==> config.mk <==
export PLATFORM = sky130hd
export DESIGN_NAME = vga_timing_monitor
export DESIGN_NICKNAME = d
export VERILOG_FILES = /design/src/rtl/vga_timing_monitor.sv
export SDC_FILE = /design/constraint.sdc
export NUM_CORES = 1
export LEC_CHECK = 0
export CAP_MARGIN = 20
export CELL_PAD_IN_SITES_DETAIL_PLACEMENT = 1
export CELL_PAD_IN_SITES_GLOBAL_PLACEMENT = 1
export CORE_ASPECT_RATIO = 0.9
export CORE_MARGIN = 2
export CORE_UTILIZATION = 42
export CTS_BUF_LIST = sky130_fd_sc_hd__clkbuf_2
export DETAILED_ROUTE_END_ITERATION = 7
export PLACE_DENSITY = 0.79
export SLEW_MARGIN = 20
export SYNTH_ARGS = -nofsm -noshare
export SYNTH_HDL_FRONTEND = slang
export SYNTH_SLANG_ARGS = --single-unit
==> constraint.sdc <==
create_clock -name clk -period 2.2 [get_ports clk]
set_input_delay 0.22 -clock clk [delete_from_list [all_inputs] [get_ports clk]]
set_output_delay 0.22 -clock clk [all_outputs]
set_load 0.03 [all_outputs]
==> src/rtl/vga_timing_monitor.sv <==
// VGA timing monitor: recovers the pixel coordinate from the sync inputs and
// checks line and frame timing. It captures the colour at one probe
// coordinate once per frame while the timing is locked.
module vga_timing_monitor #(
  parameter int H_TOTAL      = 800,
  parameter int H_SYNC_START = 656,
  parameter int H_SYNC_W     = 96,
  parameter int V_TOTAL      = 525,
  parameter int V_SYNC_START = 490,
  parameter int V_SYNC_W     = 2,
  parameter int H_ACTIVE     = 640,
  parameter int V_ACTIVE     = 480
) (
  input  logic       clk,
  input  logic       reset,
  input  logic       vga_h_sync,
  input  logic       vga_v_sync,
  input  logic [2:0] vgaRed,
  input  logic [2:0] vgaGreen,
  input  logic [2:0] vgaBlue,
  input  logic [9:0] ProbeX,
  input  logic [9:0] ProbeY,
  output logic [9:0] RxX,
  output logic [9:0] RxY,
  output logic       Locked,
  output logic       HErr,
  output logic       VErr,
  output logic [7:0] ErrCount,
  output logic [7:0] FrameCount,
  output logic [7:0] ProbeColor,
  output logic       ProbeValid
);

  localparam int CW = 11;

  typedef enum logic [1:0] {SEARCH, H_ACQ, V_ACQ, LOCKED} state_t;

  state_t state, state_nxt;

  logic          hs_r, vs_r, hs_p, vs_p;
  logic [7:0]    col_r;
  logic          hs_fall, hs_rise, vs_fall, vs_rise;
  logic [CW-1:0] line_cnt, hlow_cnt, vline_cnt, vlow_cnt;
  logic          line_err, frame_err;
  logic [1:0]    good_cnt;
  logic          herr_d, verr_d, frame_inc;
  logic          unused_blue_lsb;

  // The blue LSB is not part of the 8-bit captured colour.
  always_comb unused_blue_lsb = vgaBlue[0];

  // Input registers and the previous-value registers used for edge detection
  always_ff @(posedge clk) begin
    if (!reset) begin
      hs_r  <= 1'b1;
      vs_r  <= 1'b1;
      hs_p  <= 1'b1;
      vs_p  <= 1'b1;
      col_r <= '0;
    end else begin
      hs_r  <= vga_h_sync;
      vs_r  <= vga_v_sync;
      hs_p  <= hs_r;
      vs_p  <= vs_r;
      col_r <= {vgaRed, vgaGreen, vgaBlue[2:1]};
    end
  end

  // Edge decode and timing-error decode from the registered syncs
  always_comb begin
    hs_fall   = !hs_r && hs_p;
    hs_rise   = hs_r && !hs_p;
    vs_fall   = !vs_r && vs_p;
    vs_rise   = vs_r && !vs_p;
    line_err  = (hs_fall && line_cnt != CW'(H_TOTAL)) ||
                (hs_rise && hlow_cnt != CW'(H_SYNC_W));
    frame_err = (vs_fall && vline_cnt != CW'(V_TOTAL)) ||
                (vs_rise && vlow_cnt != CW'(V_SYNC_W));
  end

  // Recovered coordinate counters
  always_ff @(posedge clk) begin
    if (!reset) begin
      RxX <= '0;
      RxY <= '0;
    end else begin
      if (hs_fall)
        RxX <= 10'(H_SYNC_START);
      else if (RxX == 10'(H_TOTAL - 1))
        RxX <= '0;
      else
        RxX <= RxX + 10'd1;

      if (vs_fall)
        RxY <= 10'(V_SYNC_START);
      else if (!hs_fall && RxX == 10'(H_TOTAL - 1))
        RxY <= (RxY == 10'(V_TOTAL - 1)) ? '0 : RxY + 10'd1;
    end
  end

  // Saturating period and sync-width counters. The vertical counters count
  // line starts; a line start coinciding with the vsync fall opens the new frame.
  always_ff @(posedge clk) begin
    if (!reset) begin
      line_cnt  <= '0;
      hlow_cnt  <= '0;
      vline_cnt <= '0;
      vlow_cnt  <= '0;
    end else begin
      if (hs_fall)
        line_cnt <= CW'(1);
      else if (line_cnt != '1)
        line_cnt <= line_cnt + CW'(1);

      if (hs_fall)
        hlow_cnt <= CW'(1);
      else if (!hs_r && hlow_cnt != '1)
        hlow_cnt <= hlow_cnt + CW'(1);

      if (vs_fall)
        vline_cnt <= hs_fall ? CW'(1) : '0;
      else if (hs_fall && vline_cnt != '1)
        vline_cnt <= vline_cnt + CW'(1);

      if (vs_fall)
        vlow_cnt <= hs_fall ? CW'(1) : '0;
      else if (hs_fall && !vs_r && vlow_cnt != '1)
        vlow_cnt <= vlow_cnt + CW'(1);
    end
  end

  // State register and the good-line tally used during horizontal acquisition
  always_ff @(posedge clk) begin
    if (!reset) begin
      state    <= SEARCH;
      good_cnt <= '0;
    end else begin
      state <= state_nxt;
      if (state != H_ACQ || line_err)
        good_cnt <= '0;
      else if (hs_fall)
        good_cnt <= good_cnt + 2'd1;
    end
  end

  // Next-state and error/frame strobes
  always_comb begin
    state_nxt = state;
    herr_d    = 1'b0;
    verr_d    = 1'b0;
    frame_inc = 1'b0;
    case (state)
      SEARCH: if (hs_fall) state_nxt = H_ACQ;
      H_ACQ:  if (hs_fall && !line_err && good_cnt == 2'd1) state_nxt = V_ACQ;
      V_ACQ: begin
        if (line_err)     state_nxt = SEARCH;
        else if (vs_fall) state_nxt = LOCKED;
      end
      LOCKED: begin
        herr_d    = line_err;
        verr_d    = frame_err;
        frame_inc = vs_fall;
        if (line_err || frame_err) state_nxt = SEARCH;
      end
      default: state_nxt = SEARCH;
    endcase
    Locked = (state == LOCKED);
  end

  // Error pulses, saturating error count and wrapping frame count
  always_ff @(posedge clk) begin
    if (!reset) begin
      HErr       <= 1'b0;
      VErr       <= 1'b0;
      ErrCount   <= '0;
      FrameCount <= '0;
    end else begin
      HErr <= herr_d;
      VErr <= verr_d;
      if ((herr_d || verr_d) && ErrCount != 8'hFF)
        ErrCount <= ErrCount + 8'd1;
      if (frame_inc)
        FrameCount <= FrameCount + 8'd1;
    end
  end

  // Probe capture; the active-area bounds make out-of-range probes never match
  always_ff @(posedge clk) begin
    if (!reset) begin
      ProbeValid <= 1'b0;
      ProbeColor <= '0;
    end else begin
      ProbeValid <= 1'b0;
      if (Locked && RxX == ProbeX && RxY == ProbeY &&
          RxX < 10'(H_ACTIVE) && RxY < 10'(V_ACTIVE)) begin
        ProbeValid <= 1'b1;
        ProbeColor <= col_r;
      end
    end
  end

endmodule

# Word-level counts from Yosys, hierarchy flattened
# Index checks and enable logic that the tools add are counted.
# op_classes
n_addsub	9
magnitude_cmp	2
eq_ne	22
n_mux	24
bitwise	1
reduce_logical	42
# ops
op	count
11-bit by 1-bit adder with 11-bit output, second input constant	4
11-bit 2-to-1 mux	4
11-bit != test, second input constant	4
10-bit 2-to-1 mux	3
11-bit by 10-bit != test with 1-bit output, second input constant	2
10-bit by 1-bit adder with 10-bit output, second input constant	2
10-bit == test	2
10-bit == test, second input constant	2
1-bit logical AND	20
9-bit 2-to-1 mux	2
8-bit by 1-bit adder with 8-bit output, second input constant	2
11-bit by 2-bit != test with 1-bit output, second input constant	1
11-bit by 7-bit != test with 1-bit output, second input constant	1
10-bit less-than comparator, second input constant	1
10-bit by 9-bit less-than comparator with 1-bit output, second input constant	1
2-bit 2-to-1 mux	5
2-bit nonzero test	5
1-bit 2-to-1 mux	9
8-bit != test, second input constant	1
2-bit one-hot mux with 4 select lines	1
1-bit logical NOT	6
2-bit OR reduction	3
1-bit logical OR	5
2-bit by 1-bit == test with 1-bit output, second input constant	2
9 further kinds	12
# totals
regBits	107
inputBits	33
output_inout_bits	48
wordCells	123

# Depth between registers and ports, before layout
# logic_depth
word_depth	9
depth_mapped	9
ltp_nobuf	8

# Least setup slack after synthesis
# No wires, ideal clock.
# synth_path
path_type	register to register
start	reg RxX[0]
end	reg RxY[4]
setup_time_ns	0.065
t_arrival_ns	1.999
required_time_ns	2.135
setup_slack_ns	0.136
path_stages_with_launch	8
n_path_buf	1
synth_period_minus_slack_ns	2.064
path_cell_list	dfxtp_1 -> ha_1 -> and4_1 -> and4b_1 -> buf_1 -> nand4_1 -> xor2_1 -> nor2_1
# synth_via
elab_chain_len	2
# synth_lines
item	line	rtl
start, declared	23	output logic [9:0] RxX,
start signal, assigned	88	RxX <= 10'(H_SYNC_START);
start signal, assigned	92	RxX <= RxX + 10'd1;
10-bit == test	96	else if (!hs_fall && RxX == 10'(H_TOTAL - 1))
1-bit logical AND	96	
end signal, assigned	95	RxY <= 10'(V_SYNC_START);
end signal, assigned	97	RxY <= (RxY == 10'(V_TOTAL - 1)) ? '0 : RxY + 10'd1;
end, declared	24	output logic [9:0] RxY,
# No other way between the ends.
# A chain may end at the register's enable or synchronous reset.

# Final worst setup path
# layout_path
start	reg vline_cnt[10]
end	reg ErrCount[7]
# layout_via
elab_chain_len	6
# layout_lines
item	line	rtl
start, declared	43	logic [CW-1:0] line_cnt, hlow_cnt, vline_cnt, vlow_cnt;
start signal, assigned	121	vline_cnt <= hs_fall ? CW'(1) : '0;
start signal, assigned	123	vline_cnt <= vline_cnt + CW'(1);
11-bit by 10-bit != test with 1-bit output	77	frame_err = (vs_fall && vline_cnt != CW'(V_TOTAL)) ||
1-bit logical AND	77	
1-bit logical OR	77	
1-bit 2-to-1 mux	152	case (state)
1-bit logical OR	180	if ((herr_d || verr_d) && ErrCount != 8'hFF)
1-bit logical AND	180	
end signal, assigned	181	ErrCount <= ErrCount + 8'd1;
end, declared	28	output logic [7:0] ErrCount,
# No other way between the ends.

==> results.py <==
metrics = {
    "logic_synthesis": {
        "synthesis.area_um2": 5001,
        "yosys_reg_bits": 107,
        "post_synth_main_area_contributors": "sky130_fd_sc_hd__dfxtp_1 (43%), sky130_fd_sc_hd__xor2_1 (7.7%), sky130_fd_sc_hd__nor2_1 (6.3%)",
        "synthDominantAreaCellType": "sky130_fd_sc_hd__dfxtp_1",
        "syn_area_per_cell_um2": 8.915,
        "total_number_of_yosys_warnings": 0,
        "seq_area_frac_synth": 0.4283,
        "most_instantiated_cells_after_synthesis": "sky130_fd_sc_hd__dfxtp_1 (107), sky130_fd_sc_hd__nor2_1 (84), sky130_fd_sc_hd__xor2_1 (44), sky130_fd_sc_hd__nand2_1 (39), sky130_fd_sc_hd__a21oi_1 (30)",
        "synth_edf_count": 0,
        "mappedNetlistNets": 608,
        "ys_async_sr_fraction": 0,
        "post-synth-top-area-fraction": 0.4283,
        "ys.flop_type": "sky130_fd_sc_hd__dfxtp_1",
        "synthDistinctLibCells": 61,
        "post-synth-top-count-cell": "sky130_fd_sc_hd__dfxtp_1",
        "syn-instance-count": 561,
    },
    "place": {
        "io_buffers": 79,
        "place.detailed.hpwl_um": 10250,
        "place.gp.congestion": 0.8539,
        "detailed_place.area_um2": 6163,
    },
    "clock_network": {
        "clk-insertion-delay-late_ns": 0.60,
        "post_cts_hold_buffer_count": 0,
        "cts-htree-levels": 3,
        "clk_path_buf_depth": 2,
        "clock_sinks": 107,
        "cts_tree": "done",
        "cts.clk_slew.worst_paths_ns": 0.27,
        "clock-root-buffer": "sky130_fd_sc_hd__clkbuf_2",
        "cts_made_buffers": 9,
    },
    "timing": {
        "max_slew.worst_pin.slew_ns": 0.6093,
        "setup_repair_after_global_routing_missed_its_margin": "yes",
        "finClkSkew_ns": 0.03222,
        "layout_min_cycle_time_ns": 2.161,
        "max_freq_mhz": 462.9,
        "final-max-slew-violation-count": 0,
        "finalSetupViolCount": 0,
        "headroom_to_the_max_slew_limit": 0.5930,
        "hold_viol": 0,
        "finalCritPeriodShare": 0.9820,
        "totalNegativeSetupSlack_ns": 0,
    },
    "route": {
        "drcViolationCount": 0,
        "routed_wire_length_per_instance_um": 16.22,
        "postRouteWirelength_um": 13430,
        "drt-initial-drc-count": 232,
        "vias_per_cell": 5.333,
        "detail-route-antenna-nets": 0,
        "drt_first_pass_iters": 4,
        "via_count": 4416,
    },
    "critical_path": {
        "worstPathMaxFanout": 10,
        "crit-reg2reg-launch": "vline_cnt[10]$_SDFFE_PN0P_",
        "worstSetupStartpointType": "flop",
        "worstPathArrival_ns": 2.71,
        "cell_depth_of_the_worst_setup_path": 7,
        "crit_path_cell_trace": "or4_1 -> or4_4 -> a22oi_4 -> a21oi_2 -> buf_4 -> nand4_1 -> mux2i_1",
        "cp_top_family": "simple AND/OR/NAND/NOR gates",
        "worst-r2r-setup-slack_ns": 0.04,
        "crit_required_ns": 2.75,
        "reg2reg_to": "ErrCount[7]$_SDFFE_PN0P_",
        "cp_slowest_cell": "sky130_fd_sc_hd__or4_1",
        "worst_stage_delay_on_the_critical_path_ns": 0.49,
        "critPathBufInv": 1,
        "reg2reg_depth": 7,
        "cp-end-kind": "flop",
        "critPathKind": "flop to flop",
    },
    "job": {
        "maxCapViolCount": 0,
    },
    "floorplan": {
        "standard_cell_core_area_um2": 11530,
        "floorplan.rows": 37,
        "floorplan.die_area_um2": 12800,
        "initial_utilization": 0.4338,
        "io_count": 81,
        "die_height_um": 107.5,
        "die_extent_in_x_um": 119.0,
    },
    "global_routing": {
        "grt_use_total": 0.2195,
        "first_global_vias": 4535,
        "grt_antenna_before_repair": 0,
        "grt_max_degree": 21,
        "grt.overflow.total": 0,
        "first_pass_grt_wire_length_um": 22710,
    },
    "final_layout": {
        "area.growth.synth_to_final_pct": 26.27,
        "final_layout_size_suffix_gt1_frac": 0.1012,
        "antennaDiodeCount": 0,
        "finalInstanceArea_um2": 6315,
        "nets": 714,
        "utilization": 0.5478,
    },
    "min_path": {
        "worst_hold_path.num_cells": 2,
        "hold_path_class": "input pin to flop",
        "worst_hold_startpoint": "vgaRed[0]",
        "worst_hold_path.endpoint": "col_r[5]$_SDFF_PN0_",
    },
    "power": {
        "p_leak_nw": 2.501,
        "power_per_cell_area_nw_per_um2": 540.4,
        "irDropWorstVdd_uv": 425.3,
        "design_power_total_w": 0.003413,
    },
    "status": {
        "status": "completed",
    },
}
## state kept, by name (all words and copies together), names as in the netlist, 2 cells and up
name,count
ErrCount,8
FrameCount,8
vlow_cnt,11
good_cnt,2
state,2
col_r,8
ProbeColor,8
RxX,10
hlow_cnt,11
RxY,10
vline_cnt,11
line_cnt,11
## kinds of logic after synthesis
kind of cell | after synthesis | synth area share
mux | 13 | 0.02627
simple gates | 250 | 0.2582
flops | 107 | 0.4283
compound gates | 77 | 0.1046
fa+ha+maj | 14 | 0.03503
buf+inv | 32 | 0.02852
xor+xnor | 68 | 0.1191
## layout by cell type (no fill, tap or decap), drive strengths merged, types with 3 or more instances in the layout
cell type,count
nor2b,7
xnor2,24
clkinv,5
o21ai,9
and3,17
ha,14
nand2,39
nor3,7
clkbuf,9
a31o,3
and2,12
a21oi,31
dfxtp,107
and4,9
a211oi,5
nand4b,3
nor2,84
inv,16
xor2,44
nand4,21
mux2i,12
or3,3
dlymetal6s2s,6
a31oi,6
a41oi,4
nand2b,10
nand3,19
clkdlybuf4s50,72
buf,32
nor4,9
or4,3
## metal layers
layer  global-route usage  share of wire  vias up
met1               0.2779           0.47     2165
met4              0.04847         0.0073        0
met3              0.04926          0.037        7
met5                    0              0        -
li1                     -              -     2169
met2               0.3830           0.49       75
## cell type report
| cell class | instances | area [um2] |
|---|---|---|
| Tap cell | 156 | 195.2 |
| Sequential cell | 107 | 2151 |
| Timing Repair Buffer | 111 | 1059 |
| Multi-Input combinational cell | 422 | 2723 |
| Clock inverter | 7 | 82.58 |
| Clock buffer | 9 | 45.04 |
| Inverter | 16 | 60.06 |
| Fill cell | 1355 | 5213 |
## metrics by stage
step / hold slack (ns) / worst slack, ns / instances
final: 0.1687 / 0.03950 / 828
after detailed placement: 0.4609 / -0.1608 / 812
after CTS: 0.1014 / 0.01089 / 828
after floorplan: 0.3215 / 0.1361 / 561
after global routing: 0.08724 / -0.03880 / 828
after global placement: 0.4505 / -0.08447 / 812
## worst reg2reg max path, stage by stage (launching register included)
cell and delay (ns):
sky130_fd_sc_hd__dfxtp_2 0.40, sky130_fd_sc_hd__or4_1 0.49, sky130_fd_sc_hd__or4_4 0.46, sky130_fd_sc_hd__a22oi_4 0.17, sky130_fd_sc_hd__a21oi_2 0.08, sky130_fd_sc_hd__buf_4 0.18, sky130_fd_sc_hd__nand4_1 0.12, sky130_fd_sc_hd__mux2i_1 0.21
## timing repair
action / in CTS / in global routing
setup buffers: 0 / 0
hold endpoints to repair: 0 / 0
endpoints found under the setup margin: 1 / 20
gates resized for setup: 1 / 14
## worst max path at each step
stage	start	end
CTS	vline_cnt[5]$_SDFFE_PN0P_	ErrCount[7]$_SDFFE_PN0P_
floorplan	RxX[0]$_SDFF_PP0_	RxY[4]$_SDFFE_PP0P_
global route	vline_cnt[5]$_SDFFE_PN0P_	ErrCount[7]$_SDFFE_PN0P_
detailed placement	ProbeY[4]	ProbeColor[5]$_SDFFE_PN0P_
finish	vline_cnt[10]$_SDFFE_PN0P_	ErrCount[7]$_SDFFE_PN0P_
global placement	ProbeY[4]	ProbeColor[3]$_SDFFE_PN0P_
## power breakdown
part	switching [W]	leakage (nW)	internal (W)
logic	0.000209	1.55	0.000180
registers	0.0000462	0.872	0.00199
clock network	0.000628	0.0805	0.000363
total	0.000883	2.50	0.00253
No activity file was read; power rests on OpenSTA's default activity.
